<file path="src/rtl/moving_sum_pkg.sv">
// Shared helpers for the moving-window accumulator: width derivation and
// parameter legality.
package moving_sum_pkg;

  localparam int unsigned DEF_DATA_W = 8;
  localparam int unsigned DEF_DEPTH  = 4;

  function automatic int unsigned clog2(input int unsigned value);
    int unsigned res;
    res = 0;
    while ((32'd1 << res) < value) begin
      res = res + 1;
    end
    return res;
  endfunction

  function automatic bit is_pow2(input int unsigned value);
    return (value != 0) && ((value & (value - 1)) == 0);
  endfunction

  function automatic int unsigned ptr_width(input int unsigned depth);
    return clog2(depth);
  endfunction

  // The sum of DEPTH samples needs exactly log2(DEPTH) guard bits.
  function automatic int unsigned sum_width(input int unsigned data_w, input int unsigned depth);
    return data_w + clog2(depth);
  endfunction

  localparam int unsigned SUM_W = sum_width(DEF_DATA_W, DEF_DEPTH);
  localparam int unsigned PTR_W = ptr_width(DEF_DEPTH);

endpackage

</file>
<file path="src/rtl/sample_ring.sv">
// DEPTH-entry sample ring; the read port shows the entry about to be
// overwritten, i.e. the oldest sample in the window.
module sample_ring
  import moving_sum_pkg::*;
#(
  parameter int unsigned DATA_W = 8,
  parameter int unsigned DEPTH  = 4
) (
  input  logic              clk,
  input  logic              rst,
  input  logic              clear,
  input  logic              wr_en,
  input  logic [DATA_W-1:0] wr_data,
  output logic [DATA_W-1:0] old_data
);

  localparam int unsigned PTR_W = ptr_width(DEPTH);

  logic [DATA_W-1:0] mem_q [DEPTH];
  logic [PTR_W-1:0]  wp_q;
  logic              wrap;

  assign wrap     = (wp_q == PTR_W'(DEPTH - 1));
  assign old_data = mem_q[wp_q];

  always_ff @(posedge clk or posedge rst) begin
    if (rst) begin
      wp_q <= '0;
      for (int i = 0; i < DEPTH; i++) begin
        mem_q[i] <= '0;
      end
    end else if (clear) begin
      wp_q <= '0;
      for (int i = 0; i < DEPTH; i++) begin
        mem_q[i] <= '0;
      end
    end else if (wr_en) begin
      mem_q[wp_q] <= wr_data;
      wp_q        <= wrap ? '0 : wp_q + 1'b1;
    end
  end

endmodule

</file>
<file path="src/rtl/moving_sum_n.sv">
// Moving-window sum and floor average over the last DEPTH signed samples,
// updated once per accepted sample with one cycle of latency.
module moving_sum_n
  import moving_sum_pkg::*;
#(
  parameter int unsigned DATA_W = 8,
  parameter int unsigned DEPTH  = 4
) (
  input  logic                                     clk,
  input  logic                                     rst,
  input  logic                                     in_valid,
  input  logic        [DATA_W-1:0]                 num,
  input  logic                                     clear,
  output logic signed [DATA_W+clog2(DEPTH)-1:0]    sum,
  output logic signed [DATA_W-1:0]                 avg,
  output logic                                     out_valid,
  output logic                                     full
);

  localparam int unsigned PTR_W = ptr_width(DEPTH);
  localparam int unsigned SUM_W = sum_width(DATA_W, DEPTH);
  localparam int unsigned CNT_W = PTR_W + 1;

  if (!is_pow2(DEPTH) || DEPTH < 2 || DEPTH > 256) begin : gen_depth_check
    $error("moving_sum_n: DEPTH must be a power of two in 2..256");
  end
  if (DATA_W < 2) begin : gen_width_check
    $error("moving_sum_n: DATA_W must be at least 2");
  end

  logic                    accept;
  logic [DATA_W-1:0]       old_data;
  logic signed [SUM_W-1:0] num_ext;
  logic signed [SUM_W-1:0] old_ext;
  logic signed [SUM_W-1:0] sum_d, sum_q;
  logic signed [DATA_W-1:0] avg_d, avg_q;
  logic [CNT_W-1:0]        cnt_d, cnt_q;
  logic                    full_d, full_q;
  logic                    out_valid_q;

  // clear wins over a coincident sample, which is dropped.
  assign accept = in_valid & ~clear;

  sample_ring #(
    .DATA_W (DATA_W),
    .DEPTH  (DEPTH)
  ) u_ring (
    .clk      (clk),
    .rst      (rst),
    .clear    (clear),
    .wr_en    (accept),
    .wr_data  (num),
    .old_data (old_data)
  );

  assign num_ext = {{(SUM_W - DATA_W){num[DATA_W-1]}}, num};
  assign old_ext = {{(SUM_W - DATA_W){old_data[DATA_W-1]}}, old_data};

  always_comb begin
    sum_d  = sum_q + num_ext - old_ext;
    // Arithmetic shift by log2(DEPTH) then truncation is exactly this slice.
    avg_d  = sum_d[SUM_W-1:PTR_W];
    cnt_d  = (cnt_q == CNT_W'(DEPTH)) ? cnt_q : cnt_q + 1'b1;
    full_d = (cnt_d == CNT_W'(DEPTH));
  end

  always_ff @(posedge clk or posedge rst) begin
    if (rst) begin
      sum_q       <= '0;
      avg_q       <= '0;
      cnt_q       <= '0;
      full_q      <= 1'b0;
      out_valid_q <= 1'b0;
    end else if (clear) begin
      sum_q       <= '0;
      avg_q       <= '0;
      cnt_q       <= '0;
      full_q      <= 1'b0;
      out_valid_q <= 1'b0;
    end else begin
      out_valid_q <= accept;
      if (accept) begin
        sum_q  <= sum_d;
        avg_q  <= avg_d;
        cnt_q  <= cnt_d;
        full_q <= full_d;
      end
    end
  end

  assign sum       = sum_q;
  assign avg       = avg_q;
  assign out_valid = out_valid_q;
  assign full      = full_q;

endmodule

</file>
<file path="config.mk">
export PLATFORM = sky130hd
export DESIGN_NAME = moving_sum_n
export DESIGN_NICKNAME = d
export VERILOG_FILES = /design/src/rtl/moving_sum_pkg.sv /design/src/rtl/sample_ring.sv /design/src/rtl/moving_sum_n.sv
export SDC_FILE = /design/constraint.sdc
export NUM_CORES = 1
export LEC_CHECK = 0
export ABC_AREA = 1
export BUFFER_PORTS_ARGS = -buffer_cell sky130_fd_sc_hd__buf_2
export CORE_ASPECT_RATIO = 0.75
export CORE_MARGIN = 2
export CORE_UTILIZATION = 40
export CTS_BUF_LIST = sky130_fd_sc_hd__clkbuf_16
export CTS_CLUSTER_DIAMETER = 50
export CTS_CLUSTER_SIZE = 14
export DETAILED_ROUTE_END_ITERATION = 10
export SLEW_MARGIN = 25
export SYNTH_ARGS = -nofsm -noshare
export SYNTH_HDL_FRONTEND = slang
export SYNTH_SLANG_ARGS = --single-unit
</file>
<file path="constraint.sdc">
create_clock -name clk -period 2.77 [get_ports clk]
set_clock_uncertainty 0.2 [all_clocks]
set_input_delay 0.4155 -clock clk [delete_from_list [all_inputs] [get_ports clk]]
set_output_delay 0.4155 -clock clk [all_outputs]
set_load 0.1 [all_outputs]
</file>
==> out/results.ini, run 1 <==
[critical_path]
required_ns=2.75
cp_slowest_stage_delay_ns=0.53
ff2ff_path_depth=14
cp_max_fo=6
reg2reg_slack_ns=0.07
arrival_ns=2.68
slowest_stage=fa_1
cp_common_cell=nand2_1
startpoint=u_ring.wp_q[0]
path_class=reg -> reg
crit_chain=buf_6 -> a21oi_2 -> a32oi_1 -> buf_4 -> fa_1 -> inv_2 -> ha_4 -> nand2_2 -> nor2_2 -> nand3_2 -> nand2_1 -> nand2_1 -> nand3_2 -> nand2_1
start_kind=flop
r2r_start=u_ring.wp_q[0]
reg2reg_to=sum[8]
endpoint_kind=flop

[clock_network]
cts-htree-levels=2
cts_buffers=5
clockRootBuffer=clkbuf_16
cts_num_sinks=49
clock_latency_ns=0.29
cts_tree=built
clkTransAtPathRegs_ns=0.06
clock_tree.buffer_depth=2

[pwr]
p_per_area_nw_per_um2=1060
power_leakage_uw=0.00180
irDropWorstVdd_uv=831
p_total_uw=4050

[logic_synthesis]
syn_area_um2=3100
synth_warnings=0
synth_edf_count=0
synth_flop_cell=dfrtp_1
postSynthAreaPerCell_um2=8.21
ys_seq_elements=49
synth-seq-area-share_pct=39.6
syn_nets=415
synthCells=377
async_flop_share_pct=100
yosysUniqueCellTypes=27

[timing]
fmax_mhz=370
relSlewSlack_pct=57.3
period_share_pct=97.6
finalHoldViolCount=0
worstMarginPinSlew_ns=0.639
setup_viol=0
rsz0062_at_grt=true
maxSlewViolCount=0
tns_ns=0
min_period_ns=2.70

[grt]
grt_pass1_wl_um=12300
grt_max_degree=31
antenna_found_initial=0
grt_usage_pct=18.4
grt_pass1_vias=2511
grt_overflow=0

[placement]
portBuffers=31
hpwl_um=5420
postPlaceCellArea_um2=3320
place.gp.congestion=0.833
placedCellCount=498

[min_path]
holdCritStartpoint=clear
hold_class=in -> reg
hold_depth=2
whs_endpoint=u_ring.mem_q[14]

[floorplan]
row_count=27
core_area_um2=7430
chipHeight_um=80.2
dieArea_um2=8470
dieWidth_um=106
initial_utilization_pct=41.7
io_pins=32

[layout]
n_antenna_cell=0
area_growth_syn_to_layout_pct=22.8
final_nets=447
drive_above_1_share_pct=31.7
final_cells=511
finalInstanceArea_um2=3800
final_core_util_pct=51.2

[detailed_routing]
drt_iter0_markers=95
vias_per_cell=4.99
first_pass_iters=4
routedWlPerCell_um=14.8
drc=0
vias=2549
wl_um=7560
ant_nets=0

[outcome]
outcome=complete, no violations

[job]
max-cap-violations=0

layout make-up:
cell class / instances / area (um2)
inverter: 67 / 251
clock inverter: 3 / 37.5
tap: 101 / 126
timing repair buffer: 46 / 298
fill: 701 / 3630
multi-input combinational: 240 / 1730
sequential: 49 / 1240
clock buffer: 5 / 125
routing by layer:
layer  routed length (um)  GRT usage [%]  vias up  share of wire, %
met5                    0              0        -                 0
li1                     -              -     1277                 -
met2                 3310           27.6       48                44
met3                  333           2.68        5               4.4
met1                 3870           27.8     1219                51
met4                   47           4.08        0              0.62
Yosys cell counts (all sizes together), types with 2 or more instances:
library cell	count	area, um2
ha	17	213
nand4	2	12.5
a21oi	12	63.8
fa	9	180
nand3	35	225
o22ai	19	119
buf	21	159
o21ai	46	230
nand2	67	262
nor2	27	109
inv	67	251
dfrtp	49	1230
where the power goes:
part,switching [uW],internal [uW],total [uW]
sequential,63.6,802,865
combinational,1750,744,2500
clock,262,420,682
total,2080,1970,4050
worst max-delay path by stage:
stage	endpoint	slack, ns
detailed placement	sum[6]	0.0006
finish	sum[8]	0.07
global placement	sum[6]	0.02
floorplan	sum[6]	0.03
CTS	avg[7]	0.008
global route	sum[6]	-0.07
cells by family after synthesis:
group	Yosys count	share of synthesized area, %
XOR/XNOR	1	0.283
AND/OR/NAND/NOR	133	20.1
flip-flops	49	39.6
buffers and inverters	88	13.3
AO/OA/AOI/OAI	80	14.1
adder cells (fa/ha/maj)	26	12.7
worst max-delay path: cells and delay by family (launching register included):
family,cells,cell delay (ns)
buffers and inverters,3,0.38
AO/OA/AOI/OAI,2,0.19
flip-flops,1,0.42
AND/OR/NAND/NOR,7,0.56
adder cells (fa/ha/maj),2,0.83
what timing repair did:
action | CTS | global route
hold buffers | 1 | 0
buffers inserted | 0 | 3
resized for setup | 2 | 76
endpoints found under the hold margin | 19 | 0
gates cloned | 0 | 1
pin swaps | 1 | 21
endpoints found under the setup margin | 2 | 7
state kept, by name (all words and copies together), names as in the netlist:
signal,cells
full,1
avg,1
sum,9
u_ring.mem_q,32
u_ring.wp_q,2
cnt_q,3
out_valid,1
layout by cell type, fill, tap and decap left out, drive strengths merged:
cell	n
a21oi	12
a32oi	1
buf	45
bufinv	1
clkbuf	5
clkinv	1
dfrtp	49
dlygate4sd3	1
fa	9
ha	17
inv	68
nand2	67
nand3	35
nand3b	1
nand4	2
nor2	27
o211ai	1
o21a	1
o21ai	46
o22ai	19
or2	1
xor2	1
per-stage QoR:
stage               setup slack, ns  hold slack [ns]
floorplan                    0.0279            0.275
global placement             0.0216            0.269
detailed placement         0.000551            0.264
CTS                         0.00816            0.180
global route                -0.0717            0.181
finish                       0.0659            0.181
Power figures use the tool's default switching activity.
==> run 2: changes to the inputs <==
--- a/config.mk
+++ b/config.mk
@@ -14,6 +14,7 @@
 export CTS_CLUSTER_DIAMETER = 50
 export CTS_CLUSTER_SIZE = 14
 export DETAILED_ROUTE_END_ITERATION = 10
+export RECOVER_POWER = 100
 export SLEW_MARGIN = 25
 export SYNTH_ARGS = -nofsm -noshare
 export SYNTH_HDL_FRONTEND = slang
==> run 2 against run 1 <==
- die area did not move
- critical path depth did not move
- routed wire length rose by 0.22%
- register-to-register slack about the same
- core utilization is the same
- clock power about the same
- sequential power about the same
- largest power group unchanged
==> out/results.ini, run 2 (synthesis gave the netlist of run 1 again) <==
[clock_network]
cts_buffers=5  ; unchanged
clock_tree.buffer_depth=2  ; unchanged
clock_latency_ns=0.29  ; about the same
clkTransAtPathRegs_ns=0.06  ; about the same
cts_tree=built
cts_num_sinks=49  ; unchanged
clockRootBuffer=clkbuf_16
cts-htree-levels=2  ; unchanged

[critical_path]
cp_top_family=adder cells
cp_slowest_stage_delay_ns=0.53  ; about the same
arrival_ns=2.68  ; about the same
path_depth=14  ; unchanged
start_kind=flop
cp_max_fo=6  ; unchanged
path_class=reg -> reg
required_ns=2.75  ; about the same
slowest_stage=fa_1
cp_common_cell=nand2_1
crit_chain=buf_6 -> a21oi_2 -> a32oi_1 -> buf_4 -> fa_1 -> inv_2 -> ha_4 -> nand2_2 -> nor2_2 -> nand3_2 -> nand2_1 -> nand2_1 -> nand3_2 -> nand2_1
endpoint_kind=flop
path_buf_inv=3  ; unchanged
ff2ff_path_depth=14  ; unchanged

[detailed_routing]
drc=0  ; unchanged
routedWlPerCell_um=14.8  ; +0.22%
ant_nets=0  ; unchanged
vias_per_cell=4.98  ; -0.24%
drt_iter0_markers=95  ; unchanged
vias=2543  ; -0.24%
wl_um=7580  ; +0.22%
first_pass_iters=4  ; unchanged

[timing]
finalHoldViolCount=0  ; unchanged
worstMarginPinSlew_ns=0.856  ; +0.217 ns
maxSlewViolCount=0  ; unchanged
relSlewSlack_pct=42.9  ; -14 points
rsz0062_at_grt=true
min_period_ns=2.70  ; -0.000574 ns
fmax_mhz=370  ; about the same
whs_ns=0.181  ; -0.000222 ns
fin_ws_ns=0.0665  ; +0.000574 ns
period_share_pct=97.6  ; about the same
setup_viol=0  ; unchanged

[floorplan]
dieArea_um2=8470  ; unchanged
chipHeight_um=80.2  ; unchanged
row_count=27  ; unchanged
io_pins=32  ; unchanged
dieWidth_um=106  ; unchanged
initial_utilization_pct=41.7  ; unchanged
core_area_um2=7430  ; unchanged

[pwr]
irDropWorstVdd_uv=831  ; about the same
p_total_uw=4050  ; about the same
power_leakage_uw=0.00180  ; about the same
p_per_area_nw_per_um2=1060  ; about the same

[grt]
grt_overflow=0  ; unchanged
grt_pass1_vias=2511  ; unchanged
antenna_found_initial=0  ; unchanged
grt_usage_pct=18.4  ; unchanged
grt_pass1_wl_um=12300  ; unchanged
grt_max_degree=31  ; unchanged

[placement]
post-place-ws_ns=0.000551  ; unchanged
hpwl_um=5420  ; unchanged
portBuffers=31  ; unchanged
place.gp.congestion=0.833  ; unchanged

[min_path]
hold_depth=2  ; unchanged
hold_class=in -> reg

[layout]
largest_reg_flops=32  ; unchanged
n_antenna_cell=0  ; unchanged
drive_above_1_share_pct=31.5  ; -0.24 points
final_nets=447  ; unchanged
area_growth_syn_to_layout_pct=22.8  ; unchanged
final_cell_mix=inv_1 (60), nand2_1 (56), dfrtp_1 (41)
final_common_cell=inv_1
regMostFlops=u_ring.mem_q

[job]
max-cap-violations=0  ; unchanged

[outcome]
outcome=complete, no violations

-- run 2: area by class of cell --
cell class | count | area (um2)
clock buffer | 5 | 125
clock inverter | 3 | 37.5
fill | 701 | 3630
inverter | 67 | 251
multi-input combinational | 240 | 1730
sequential | 49 | 1240
tap | 101 | 126
timing repair buffer | 46 | 298
-- run 2: final timing paths --
| path | end | startpoint | slack, ns |
|---|---|---|---|
| max | sum[8] | u_ring.wp_q[0] | 0.07 |
| min reg2reg | full | full | 0.30 |
| max in group asynchronous | sum[1] | rst | 1.07 |
| min | u_ring.mem_q[14] | clear | 0.18 |
| max reg2reg | sum[8] | u_ring.wp_q[0] | 0.07 |
| min in group asynchronous | avg[7] | rst | 0.65 |
-- run 2: report_power, final --
group / switching, uW / total, uW / internal, uW
Clock: 264 / 684 / 420
Combinational: 1750 / 2500 / 744
Sequential: 63.4 / 865 / 802
-- run 2: timing repair --
item / 4_1_cts / 5_1_grt
pin swaps: 1 / 21
buffers inserted: 0 / 3
hold endpoints to repair: 19 / 0
hold buffers: 1 / 0
gates cloned: 0 / 1
setup endpoints to repair: 2 / 7
resized for setup: 2 / 76
-- run 2: layer usage --
metal  routed length (um)  up-vias  GRT usage (%)  share of wire (%)
met5                    0        -              0                  0
met4                   47        0           4.08               0.62
met3                  265        5           2.68                3.5
met2                 3330       41           27.6                 44
met1                 3940     1219           27.8                 52
li1                     -     1278              -                  -
-- run 2: through the flow --
stage | cells | util, % | TNS (ns) | cell area, um2
4_1_cts | 507 | 47.0 | 0 | 3490
3_3_place_gp | 498 | 44.6 | 0 | 3320
5_1_grt | 511 | 51.2 | -0.167 | 3800
2_1_floorplan | 377 | - | 0 | 3110
6_report | 511 | 51.2 | 0 | 3800
3_5_place_dp | 498 | 44.6 | 0 | 3320
==> run 3: changes to the inputs <==
--- a/config.mk
+++ b/config.mk
@@ -14,6 +14,7 @@
 export CTS_CLUSTER_DIAMETER = 50
 export CTS_CLUSTER_SIZE = 14
 export DETAILED_ROUTE_END_ITERATION = 10
+export MAX_ROUTING_LAYER = met4
 export RECOVER_POWER = 100
 export SLEW_MARGIN = 25
 export SYNTH_ARGS = -nofsm -noshare
==> run 3 against run 2 <==
- sequential cell count is the same
- setup slack gained 0.0035 ns
- register-to-register slack is essentially flat
- cell count is the same
==> out/results.ini, run 3 (synthesis gave the netlist of run 1 again) <==
[clock_network]
clock_latency_ns=0.29  ; about the same
clockRootBuffer=clkbuf_16
cts_tree=built
cts_num_sinks=49  ; unchanged
clock_tree.buffer_depth=2  ; unchanged
cts_buffers=5  ; unchanged
cts-htree-levels=2  ; unchanged
clkTransAtPathRegs_ns=0.06  ; about the same

[critical_path]
r2r_start=u_ring.wp_q[0]
cp_max_fo=6  ; unchanged
crit_chain=buf_4 -> buf_6 -> o21ai_2 -> o22ai_2 -> fa_1 -> inv_1 -> ha_4 -> or2_4 -> nand3b_1 -> nand2_2 -> a21oi_2 -> o21ai_2 -> nand2_1
endpoint_kind=flop
start_kind=flop
reg2reg_to=sum[6]
path_class=reg -> reg
cp_common_cell=o21ai_2
reg2reg_slack_ns=0.07  ; about the same
cp_slowest_stage_delay_ns=0.48  ; -0.05 ns
path_buf_inv=3  ; unchanged
slowest_stage=fa_1
required_ns=2.79  ; +0.04 ns
arrival_ns=2.72  ; +0.04 ns
cp_top_family=adder cells
ff2ff_path_depth=13  ; -1

[placement]
placedCellCount=498  ; unchanged
hpwl_um=5420  ; unchanged
place.gp.congestion=0.846  ; +1.5%
portBuffers=31  ; unchanged
postPlaceCellArea_um2=3320  ; unchanged

[job]
max-cap-violations=0  ; unchanged

[min_path]
hold_depth=2  ; unchanged
hold_class=in -> reg
whs_endpoint=u_ring.mem_q[14]
holdCritStartpoint=clear

[pwr]
p_per_area_nw_per_um2=1060  ; about the same
power_leakage_uw=0.00180  ; unchanged
irDropWorstVdd_uv=831  ; about the same
p_total_uw=4050  ; about the same

[timing]
maxSlewViolCount=0  ; unchanged
tns_ns=0  ; unchanged
min_period_ns=2.70  ; -0.00347 ns
finalHoldViolCount=0  ; unchanged
setup_viol=0  ; unchanged
worstMarginPinSlew_ns=0.856  ; -0.0000996 ns
fmax_mhz=370  ; +0.13%
relSlewSlack_pct=42.9  ; about the same
rsz0062_at_grt=true
period_share_pct=97.5  ; -0.13 points

[floorplan]
io_pins=32  ; unchanged
dieArea_um2=8470  ; unchanged
dieWidth_um=106  ; unchanged
core_area_um2=7430  ; unchanged
initial_utilization_pct=41.7  ; unchanged
chipHeight_um=80.2  ; unchanged
row_count=27  ; unchanged

[layout]
largest_reg_flops=32  ; unchanged
final_cells=511  ; unchanged
regArea_um2=1240  ; unchanged
final_cell_mix=inv_1 (60), nand2_1 (56), dfrtp_1 (41)
final_common_cell=inv_1
n_fill_cell=701  ; unchanged
finalInstanceArea_um2=3800  ; unchanged
final_nets=447  ; unchanged
n_antenna_cell=0  ; unchanged
area_growth_syn_to_layout_pct=22.8  ; unchanged
regMostFlops=u_ring.mem_q
drive_above_1_share_pct=31.5  ; unchanged
multi_input_area_um2=1730  ; unchanged

[outcome]
outcome=complete, no violations

[grt]
grt_max_degree=31  ; unchanged
grt_overflow=0  ; unchanged
grt_pass1_wl_um=12300  ; unchanged
grt_pass1_vias=2512  ; +0.040%
grt_usage_pct=18.9  ; +0.51 points
antenna_found_initial=0  ; unchanged

[detailed_routing]
vias_per_cell=5.03  ; +1.0%
ant_nets=0  ; unchanged
drc=0  ; unchanged
drt_iter0_markers=95  ; unchanged
routedWlPerCell_um=14.8  ; -0.18%
wl_um=7560  ; -0.18%
first_pass_iters=4  ; unchanged
vias=2569  ; +1.0%

[run 3: cell counts in the layout (fill, tap and decap cells not counted)]
Identical to the previous run, type by type.
[run 3: layout make-up]
cell class,count,share of cell area [%]
inverters,67,6.61
multi-input cells,240,45.5
flip-flops and latches,49,32.5
clock inverters,3,0.987
well taps,101,3.32
clock buffers,5,3.29
repair buffers,46,7.83
[run 3: timing repair]
item,CTS,global route
resized for setup,2,76
cloned,0,1
setup buffers,0,3
hold endpoints to repair,19,0
hold buffers,1,0
endpoints found under the setup margin,2,7
pin swaps,1,21
[run 3: metal layers]
layer / GRT usage [%] / wire (um)
met1: 27.8 / 3890
met3: 2.68 / 285
met4: 4.08 / 49
met5: - / 0
met2: 27.6 / 3340
[run 3: how the worst max path moves through the flow]
stage	startpoint	depth (start not counted)	to	slack, ns
2_1_floorplan	sum[0]	12	sum[6]	0.03
3_3_place_gp	u_ring.wp_q[0]	12	sum[6]	0.02
3_5_place_dp	u_ring.wp_q[0]	12	sum[6]	0.0006
4_1_cts	u_ring.wp_q[0]	14	avg[7]	0.008
5_1_grt	u_ring.wp_q[0]	15	sum[6]	-0.07
6_report	u_ring.wp_q[0]	13	sum[6]	0.07
[run 3: power by group]
part | switching, uW | internal [uW] | total [uW] | leakage, uW
Combinational | 1750 | 744 | 2500 | 0.00106
Sequential | 63.3 | 802 | 865 | 0.000655
Clock | 263 | 420 | 683 | 0.0000826
[run 3: metrics by stage]
stage               hold WS [ns]  setup slack, ns  util (%)
floorplan                  0.275           0.0279         -
CTS                        0.180          0.00816      47.0
global route               0.181          -0.0717      51.2
detailed placement         0.264         0.000551      44.6
finish                     0.180           0.0700      51.2
global placement           0.269           0.0216      44.6
[run 3: worst reg2reg max path: cells and delay by family, from the launching register on]
family	cells	cell delay (ns)
AOI/OAI and AO/OA	4	0.47
and+or+nand+nor	4	0.49
adders and majority gates	2	0.71
DFF	1	0.42
buffers and inverters	3	0.35
